$ cat src/rtl/mem_job_sequencer.sv
// Block-memory job sequencer: reads N blocks, streams each through compute, writes results back, posts a status word.
// Optional build macro MEM_SEQ_ABORT_EN adds in_abort to cut a job short with an error status.
module mem_job_sequencer #(
  parameter int SIZE         = 1024,
  parameter int LOG_SIZE     = 10,
  parameter int BLOCKS       = 4,
  parameter int CELL_WIDTH   = 32,
  parameter int WIDTH        = CELL_WIDTH * BLOCKS,
  parameter int READ_LATENCY = 1
) (
  input  logic                  in_clk,
  input  logic                  in_reset,
`ifdef MEM_SEQ_ABORT_EN
  input  logic                  in_abort,
`endif
  input  logic                  in_start,
  input  logic [LOG_SIZE-1:0]   in_src_addr,
  input  logic [LOG_SIZE-1:0]   in_dst_addr,
  input  logic [LOG_SIZE-1:0]   in_count,
  output logic                  out_busy,
  output logic                  out_done,
  output logic [LOG_SIZE-1:0]   out_mem_address,
  output logic [WIDTH-1:0]      out_mem_data,
  output logic                  out_mem_read_en,
  output logic                  out_mem_write_en,
  input  logic [WIDTH-1:0]      in_mem_data,
  output logic [CELL_WIDTH-1:0] out_mem_status,
  output logic                  out_mem_write_status_en,
  input  logic [CELL_WIDTH-1:0] in_mem_config,
  output logic [WIDTH-1:0]      out_rd_data,
  output logic                  out_rd_valid,
  input  logic                  in_rd_ready,
  input  logic [WIDTH-1:0]      in_wr_data,
  input  logic                  in_wr_valid,
  output logic                  out_wr_ready
);

  typedef enum logic [2:0] {
    S_IDLE, S_RD, S_WAIT, S_PRESENT, S_COLLECT, S_WR, S_STATUS, S_DONE
  } state_t;

  state_t                r_state;
  logic [LOG_SIZE-1:0]   r_src, r_dst, r_count, r_k;
  logic [2:0]            r_lat;
  logic [LOG_SIZE-1:0]   r_addr;
  logic [WIDTH-1:0]      r_mem_data, r_rd_data;
  logic [CELL_WIDTH-1:0] r_status;
  logic                  r_read_en, r_write_en, r_status_en;
  logic                  r_rd_valid, r_wr_ready, r_done;
  logic [LOG_SIZE-1:0]   w_k_next;
  logic                  w_unused_cfg;

  assign w_k_next     = r_k + LOG_SIZE'(1);
  assign w_unused_cfg = ^in_mem_config[CELL_WIDTH-1:1];

  // Block base address; the product is truncated so addresses wrap around the memory.
  function automatic logic [LOG_SIZE-1:0] blk_addr(input logic [LOG_SIZE-1:0] base,
                                                    input logic [LOG_SIZE-1:0] idx);
    logic [31:0] prod;
    prod = 32'(idx) * 32'(BLOCKS);
    return base + prod[LOG_SIZE-1:0];
  endfunction

  function automatic logic [CELL_WIDTH-1:0] status_word(input logic ok, input logic err,
                                                         input logic [LOG_SIZE-1:0] blocks);
    logic [CELL_WIDTH-1:0] w;
    w = '0;
    w[CELL_WIDTH-1]  = ok;
    w[CELL_WIDTH-2]  = err;
    w[LOG_SIZE-1:0]  = blocks;
    return w;
  endfunction

  // Outputs are registered and set on the transition into the state that owns them.
  always_ff @(posedge in_clk or negedge in_reset) begin
    if (!in_reset) begin
      r_state     <= S_IDLE;
      r_src       <= '0;
      r_dst       <= '0;
      r_count     <= '0;
      r_k         <= '0;
      r_lat       <= '0;
      r_addr      <= '0;
      r_mem_data  <= '0;
      r_rd_data   <= '0;
      r_status    <= '0;
      r_read_en   <= 1'b0;
      r_write_en  <= 1'b0;
      r_status_en <= 1'b0;
      r_rd_valid  <= 1'b0;
      r_wr_ready  <= 1'b0;
      r_done      <= 1'b0;
    end else begin
      r_read_en   <= 1'b0;
      r_write_en  <= 1'b0;
      r_status_en <= 1'b0;
      r_addr      <= '0;
      r_status    <= '0;
      r_done      <= 1'b0;
`ifdef MEM_SEQ_ABORT_EN
      if (in_abort && r_state inside {S_RD, S_WAIT, S_PRESENT, S_COLLECT, S_WR}) begin
        // A write strobed in this WR cycle has landed, so it counts as written.
        r_state     <= S_STATUS;
        r_status_en <= 1'b1;
        r_status    <= status_word(1'b0, 1'b1, (r_state == S_WR) ? w_k_next : r_k);
        r_rd_valid  <= 1'b0;
        r_wr_ready  <= 1'b0;
      end else
`endif
      case (r_state)
        S_IDLE: begin
          if (in_start) begin
            r_src   <= in_src_addr;
            r_dst   <= in_dst_addr;
            r_count <= in_count;
            r_k     <= '0;
            if (!in_mem_config[0]) begin
              r_state     <= S_STATUS;
              r_status_en <= 1'b1;
              r_status    <= status_word(1'b0, 1'b1, '0);
            end else if (in_count == '0) begin
              r_state     <= S_STATUS;
              r_status_en <= 1'b1;
              r_status    <= status_word(1'b1, 1'b0, '0);
            end else begin
              r_state   <= S_RD;
              r_read_en <= 1'b1;
              r_addr    <= in_src_addr;
            end
          end
        end
        S_RD: begin
          r_lat   <= 3'd1;
          r_state <= S_WAIT;
        end
        S_WAIT: begin
          if (r_lat == 3'(READ_LATENCY)) begin
            r_rd_data  <= in_mem_data;
            r_rd_valid <= 1'b1;
            r_state    <= S_PRESENT;
          end else begin
            r_lat <= r_lat + 3'd1;
          end
        end
        S_PRESENT: begin
          if (in_rd_ready) begin
            r_rd_valid <= 1'b0;
            r_wr_ready <= 1'b1;
            r_state    <= S_COLLECT;
          end
        end
        S_COLLECT: begin
          if (in_wr_valid) begin
            r_mem_data <= in_wr_data;
            r_wr_ready <= 1'b0;
            r_write_en <= 1'b1;
            r_addr     <= blk_addr(r_dst, r_k);
            r_state    <= S_WR;
          end
        end
        S_WR: begin
          r_k <= w_k_next;
          if (w_k_next == r_count) begin
            r_state     <= S_STATUS;
            r_status_en <= 1'b1;
            r_status    <= status_word(1'b1, 1'b0, w_k_next);
          end else begin
            r_state   <= S_RD;
            r_read_en <= 1'b1;
            r_addr    <= blk_addr(r_src, w_k_next);
          end
        end
        S_STATUS: begin
          r_done  <= 1'b1;
          r_state <= S_DONE;
        end
        S_DONE:  r_state <= S_IDLE;
        default: r_state <= S_IDLE;
      endcase
    end
  end

  assign out_busy                = (r_state != S_IDLE);
  assign out_done                = r_done;
  assign out_mem_address         = r_addr;
  assign out_mem_data            = r_mem_data;
  assign out_mem_read_en         = r_read_en;
  assign out_mem_write_en        = r_write_en;
  assign out_mem_status          = r_status;
  assign out_mem_write_status_en = r_status_en;
  assign out_rd_data             = r_rd_data;
  assign out_rd_valid            = r_rd_valid;
  assign out_wr_ready            = r_wr_ready;

endmodule
$ cat config.mk
export PLATFORM = sky130hd
export DESIGN_NAME = mem_job_sequencer
export DESIGN_NICKNAME = d
export VERILOG_FILES = /design/src/rtl/mem_job_sequencer.sv
export SDC_FILE = /design/constraint.sdc
export NUM_CORES = 1
export LEC_CHECK = 0
export BUFFER_PORTS_ARGS = -buffer_cell sky130_fd_sc_hd__buf_2
export CAP_MARGIN = 25
export CORE_AREA = 2 2 242 244
export CTS_BUF_LIST = sky130_fd_sc_hd__clkbuf_4 sky130_fd_sc_hd__clkbuf_8
export DETAILED_ROUTE_END_ITERATION = 12
export DIE_AREA = 0 0 244 246
export GPL_TIMING_DRIVEN = 0
export PLACE_DENSITY = 0.48
export SYNTH_ARGS = -nofsm -noshare
export SYNTH_HDL_FRONTEND = slang
export SYNTH_SLANG_ARGS = --single-unit
export TNS_END_PERCENT = 50
$ cat constraint.sdc
create_clock -name in_clk -period 3.5 [get_ports in_clk]
set_clock_uncertainty 0.1 [all_clocks]
set_input_delay 0.175 -clock in_clk [delete_from_list [all_inputs] [get_ports in_clk]]
set_output_delay 0.175 -clock in_clk [all_outputs]
set_load 0.02 [all_outputs]
# Word level (Yosys, flattened, before mapping)
# Cells that the tools add are included.
[totals]
ff_bits = 350
inputBits = 323
word_cells = 91
[op_classes]
addsub = 4
n_eq_ne = 14
mux = 42
reduce_logical = 15
[op_table]
columns = ["cell", "count"]
rows = [
  ["2-to-1 mux 32 bit", 4],
  ["one-hot mux 32 bit (2 select lines)", 1],
  ["2-to-1 mux 10 bit", 6],
  ["one-hot mux 10 bit (3 select lines)", 1],
  ["2-to-1 mux 3 bit", 8],
  ["one-hot mux 3 bit (8 select lines)", 1],
  ["adder 10 bit", 2],
  ["one-hot mux 10 bit (2 select lines)", 1],
  ["2-to-1 mux 1 bit", 15],
  ["equality test 3 bit, second input constant", 4],
  ["adder 10 x 1 -> 10 bit, second input constant", 1],
  ["equality test 10 bit", 1],
  ["logical NOT 10 bit", 1],
  ["!= test 2 bit, second input constant", 5],
  ["AND reduction 2 bit", 5],
  ["one-hot mux 1 bit (2 select lines)", 4],
  ["nonzero test 2 bit", 4],
  ["equality test 3 x 1 -> 1 bit, second input constant", 2],
  ["equality test 3 x 2 -> 1 bit, second input constant", 2],
  ["one-hot mux 3 bit (2 select lines)", 1],
  ["AND reduction 3 bit", 2],
  ["AND reduction 4 bit", 1],
  ["adder 3 x 1 -> 3 bit, second input constant", 1],
  ["logical NOT 3 bit", 1],
  ["nonzero test 3 bit", 1],
]

# Longest topological paths before layout
[depth]
word_depth = 5
mapped_depth = 10
mapped_depth_nobuf = 10

# Worst setup path after synthesis
# OpenSTA, ideal clock, no wires.
[synth_timing]
path_type = "reg-to-reg"
from = "reg r_k[1]"
to = "reg r_addr[9] (netlist: out_mem_address[9])"
arrival_ns = 2.262
required_time_ns = 3.304
slack_ns = 1.043
path_stages_with_launch = 10
n_path_buf = 0
period_less_slack_ns = 2.457
path_cell_list = "dfrtp_1 -> ha_1 -> xor2_1 -> ha_1 -> a21oi_1 -> a21boi_0 -> o21a_1 -> o41a_1 -> xnor2_1 -> o31ai_1"
[synth_between]
elab_chain_len = 4
word_cells_on_any_way = 7
[synth_rtl]
columns = ["item", "line_no", "source"]
rows = [
  ["start: declaration", "43", "logic [LOG_SIZE-1:0] r_src, r_dst, r_count, r_k;"],
  ["start signal: assignment", "162", "r_k <= w_k_next;"],
  ["adder 10 x 1 -> 10 bit", "53", "assign w_k_next = r_k + LOG_SIZE'(1);"],
  ["adder 10 bit or equality test 10 bit (tied branches)", "61, 163", ""],
  ["2-to-1 mux 10 bit", "163", "if (w_k_next == r_count) begin"],
  ["one-hot mux 10 bit (3 select lines) *", "110", "case (r_state)"],
  ["end signal: assignment", "128", "r_addr <= in_src_addr;"],
  ["end signal: assignment", "157", "r_addr <= blk_addr(r_dst, r_k);"],
  ["end signal: assignment", "170", "r_addr <= blk_addr(r_src, w_k_next);"],
  ["end: declaration", "45", "logic [LOG_SIZE-1:0] r_addr;"],
]
# Every way passes the cells marked *; elsewhere a longest branch is shown, timed or not.
# A chain may end at the register's enable or synchronous reset.

# Final worst setup path
# Same ends and word-level chain as after synthesis.

==> results.cfg <==
[timing]
relSlewSlack = 0.437
finalHoldViolCount = 0
fin_tns_setup_ns = 0
finalCritPeriodShare = 0.886
rsz0062_at_grt = no
fin_hold_ws_ns = 0.114
fin_crit_ns = 3.10
setup_viol = 0
slew_viol_final = 0
tightest_slew_ns = 0.844
max_freq_mhz = 322
setup_ws_ns = 0.399

[cts]
cts_buffers = 61
cts_max_path_buffers = 3
cts_sinks = 330
cts-htree-levels = 2
clk_latency_ns = 0.62
cts_resized = 0
cts_root_buf = clkbuf_8
cts_setup_buffers = 0
cts_tree = done
clk_pin_slew_ns = 0.06

[detailed_routing]
drc = 0
vias_per_cell = 4.16
drtAntennaViolNets = 0
first_pass_iters = 5
drt_iter0_markers = 491
vias = 12646
wire_per_inst_um = 16.7
drt-total-wl_mm = 50.8

[floorplan]
dieArea_um2 = 60000
ios = 628
fp.dieH_um = 246
core-area_um2 = 57400
start_util = 0.238
die_w_um = 244
fp-row-count = 88

[power_and_ir_drop]
netSwitchingFraction = 0.404
p_sw_uw = 7500
p_clk_frac = 0.225
p_comb_frac = 0.431
p_seq_frac = 0.345
irDropWorstVdd_mv = 0.407
p_per_area_nw_per_um2 = 846
p_leak_uw = 0.0113
p_int_uw = 11100

[critical_path]
cp-end-kind = flop
cp-start-kind = flop
r2r_slack_ns = 0.40
cp_max_fo = 7
cp.arrival_ns = 3.50
critPathKind = reg2reg
worstPathRequired_ns = 3.90

[yosys]
netlist_area_um2 = 13700
synth_area_leaders = dfrtp_1, nand2_1, mux2_2
avgSynthCellArea_um2 = 10.7
ys_seq_elements = 330
ys_top_cells_by_count = nand2_1, dfrtp_1, mux2_2, clkbuf_1, o21ai_0
seq_area_frac_synth = 0.604
synth_async_sr_flop_share = 1.00
yosysTopAreaCell = dfrtp_1
synth_cell_types = 63
netlist.area_leader.share = 0.604
synthCells = 1275
dominantRegCellSynth = dfrtp_1
synth.most_common_cell = nand2_1
yosysWarnings = 0
synth-edff-count = 0

[place]
preCtsSetupSlack_ns = -0.199
dp.cells = 2638
port_buffers = 576
postPlaceCellArea_um2 = 17600
dp_hpwl_mm = 37.3
place_congestion = 0.851

[min_path]
hold_class = in2async

[job]
cap_violations = 0

[status]
status = finished clean

[cells_and_area]
fillers = 5733
final_cells = 3037
final_layout_size_suffix_gt1_frac = 0.384
syn2layout_area_growth_pct = 60.7
nets = 2569
postLayoutCellArea_um2 = 22000

[global_route]
grt_pass1_vias = 13247
grt_use_total = 0.164
antenna_found_initial = 1
grt_overflow = 0
grt_max_degree = 112
grt_first_pass_wirelength_mm = 76.7
-- area by class of cell --
cell class | count | area, um2 | area share
sequential | 330 | 8260 | 0.376
timing repair buffer | 870 | 5870 | 0.267
multi-input combinational | 863 | 4990 | 0.227
clock buffer | 97 | 1250 | 0.0571
tap | 765 | 957 | 0.0436
buffer | 84 | 423 | 0.0193
clock inverter | 11 | 143 | 0.00650
inverter | 16 | 60.1 | 0.00274
antenna | 1 | 2.50 | 0.000114
-- registers in the layout, summed over array words and instances (netlist names), 10 cells and up --
signal,cells
out_mem_status,12
r_src,10
r_dst,10
out_mem_address,10
r_count,10
r_k,10
out_mem_data,128
out_rd_data,128
-- worst paths after layout --
check | endpoint | cells after the start | start
min in group in_clk | out_mem_address[1] | 5 | in_start
hold reg to reg | out_mem_data[39] | 2 | out_mem_data[39]
hold / removal | out_mem_data[59] | 2 | in_reset
max in group asynchronous | r_k[7] | 3 | in_reset
setup reg to reg | out_mem_address[9] | 9 | r_k[1]
setup / recovery | out_mem_address[9] | 9 | r_k[1]
-- layout by cell type, fill, tap and decap left out, types with 3 or more instances in the layout --
cell type        n
ha_1            18
a31oi_1          3
xnor2_1         19
and2_1           3
clkbuf_4        13
clkbuf_8        84
o22ai_1          4
clkbuf_1        31
a21o_1           4
mux2_2         130
and3_1           7
inv_1           14
a22oi_1          4
o31ai_1          7
bufinv_16        3
conb_1          20
o21ai_0         25
nor2b_1          3
dfrtp_1        330
nand2_1        495
a32oi_1          3
nor3_1           4
nor2_1          21
buf_1           12
o21ai_1          3
buf_2          594
nor4_1           4
nor3_2           6
nand3_1         13
buf_4           21
clkinv_2         5
a21oi_1         18
nand2b_1         3
xor2_1           8
dlygate4sd3_1  291
-- critical path: stages, from the launching register on --
cell and delay [ns]:
dfrtp_1 0.45, ha_1 0.30, xor2_1 0.48, ha_1 0.36, a21oi_1 0.18, a21boi_0 0.11, o21a_1 0.20, o41a_1 0.37
xnor2_1 0.15, o31ai_1 0.28
-- cells by family after synthesis --
family,Yosys count,synth area share
adders and majority gates,20,0.0194
other,1,0.000274
AOI/OAI and AO/OA,93,0.0458
DFF,330,0.604
buffers and inverters,101,0.0356
muxes,130,0.107
and+or+nand+nor,572,0.169
xor gates and xnor gates,28,0.0185
-- through the flow --
| stage | util | power (uW) |
|---|---|---|
| 3_5_place_dp | 0.308 | 14300 |
| 4_1_cts | 0.383 | 18800 |
| 3_3_place_gp | 0.306 | 14100 |
| 2_1_floorplan | - | 11200 |
| 5_1_grt | 0.383 | 19800 |
| 6_report | 0.383 | 18600 |
-- per-layer routing --
layer | GRT usage | vias to the layer above | part of all wire
met2 | 0.300 | 430 | 0.52
met3 | 0.0326 | 84 | 0.052
met4 | 0.0599 | 0 | 0.032
met1 | 0.188 | 6079 | 0.40
met5 | 0 | - | 0
li1 | - | 6053 | -
-- power by group through the flow --
stage	clock network, uW	registers [uW]	logic [uW]
finish	4180	6400	8000
global route	4530	6610	8650
CTS	4330	6400	8080
detailed placement	0	6460	7800
global placement	0	6400	7720
floorplan	0	8240	2980
-- repair_timing --
action                                  4_1_cts  5_1_grt
hold endpoints to repair                    411        0
hold buffers                                291        0
endpoints found under the setup margin       30        0
No activity file was read; power rests on OpenSTA's default activity.
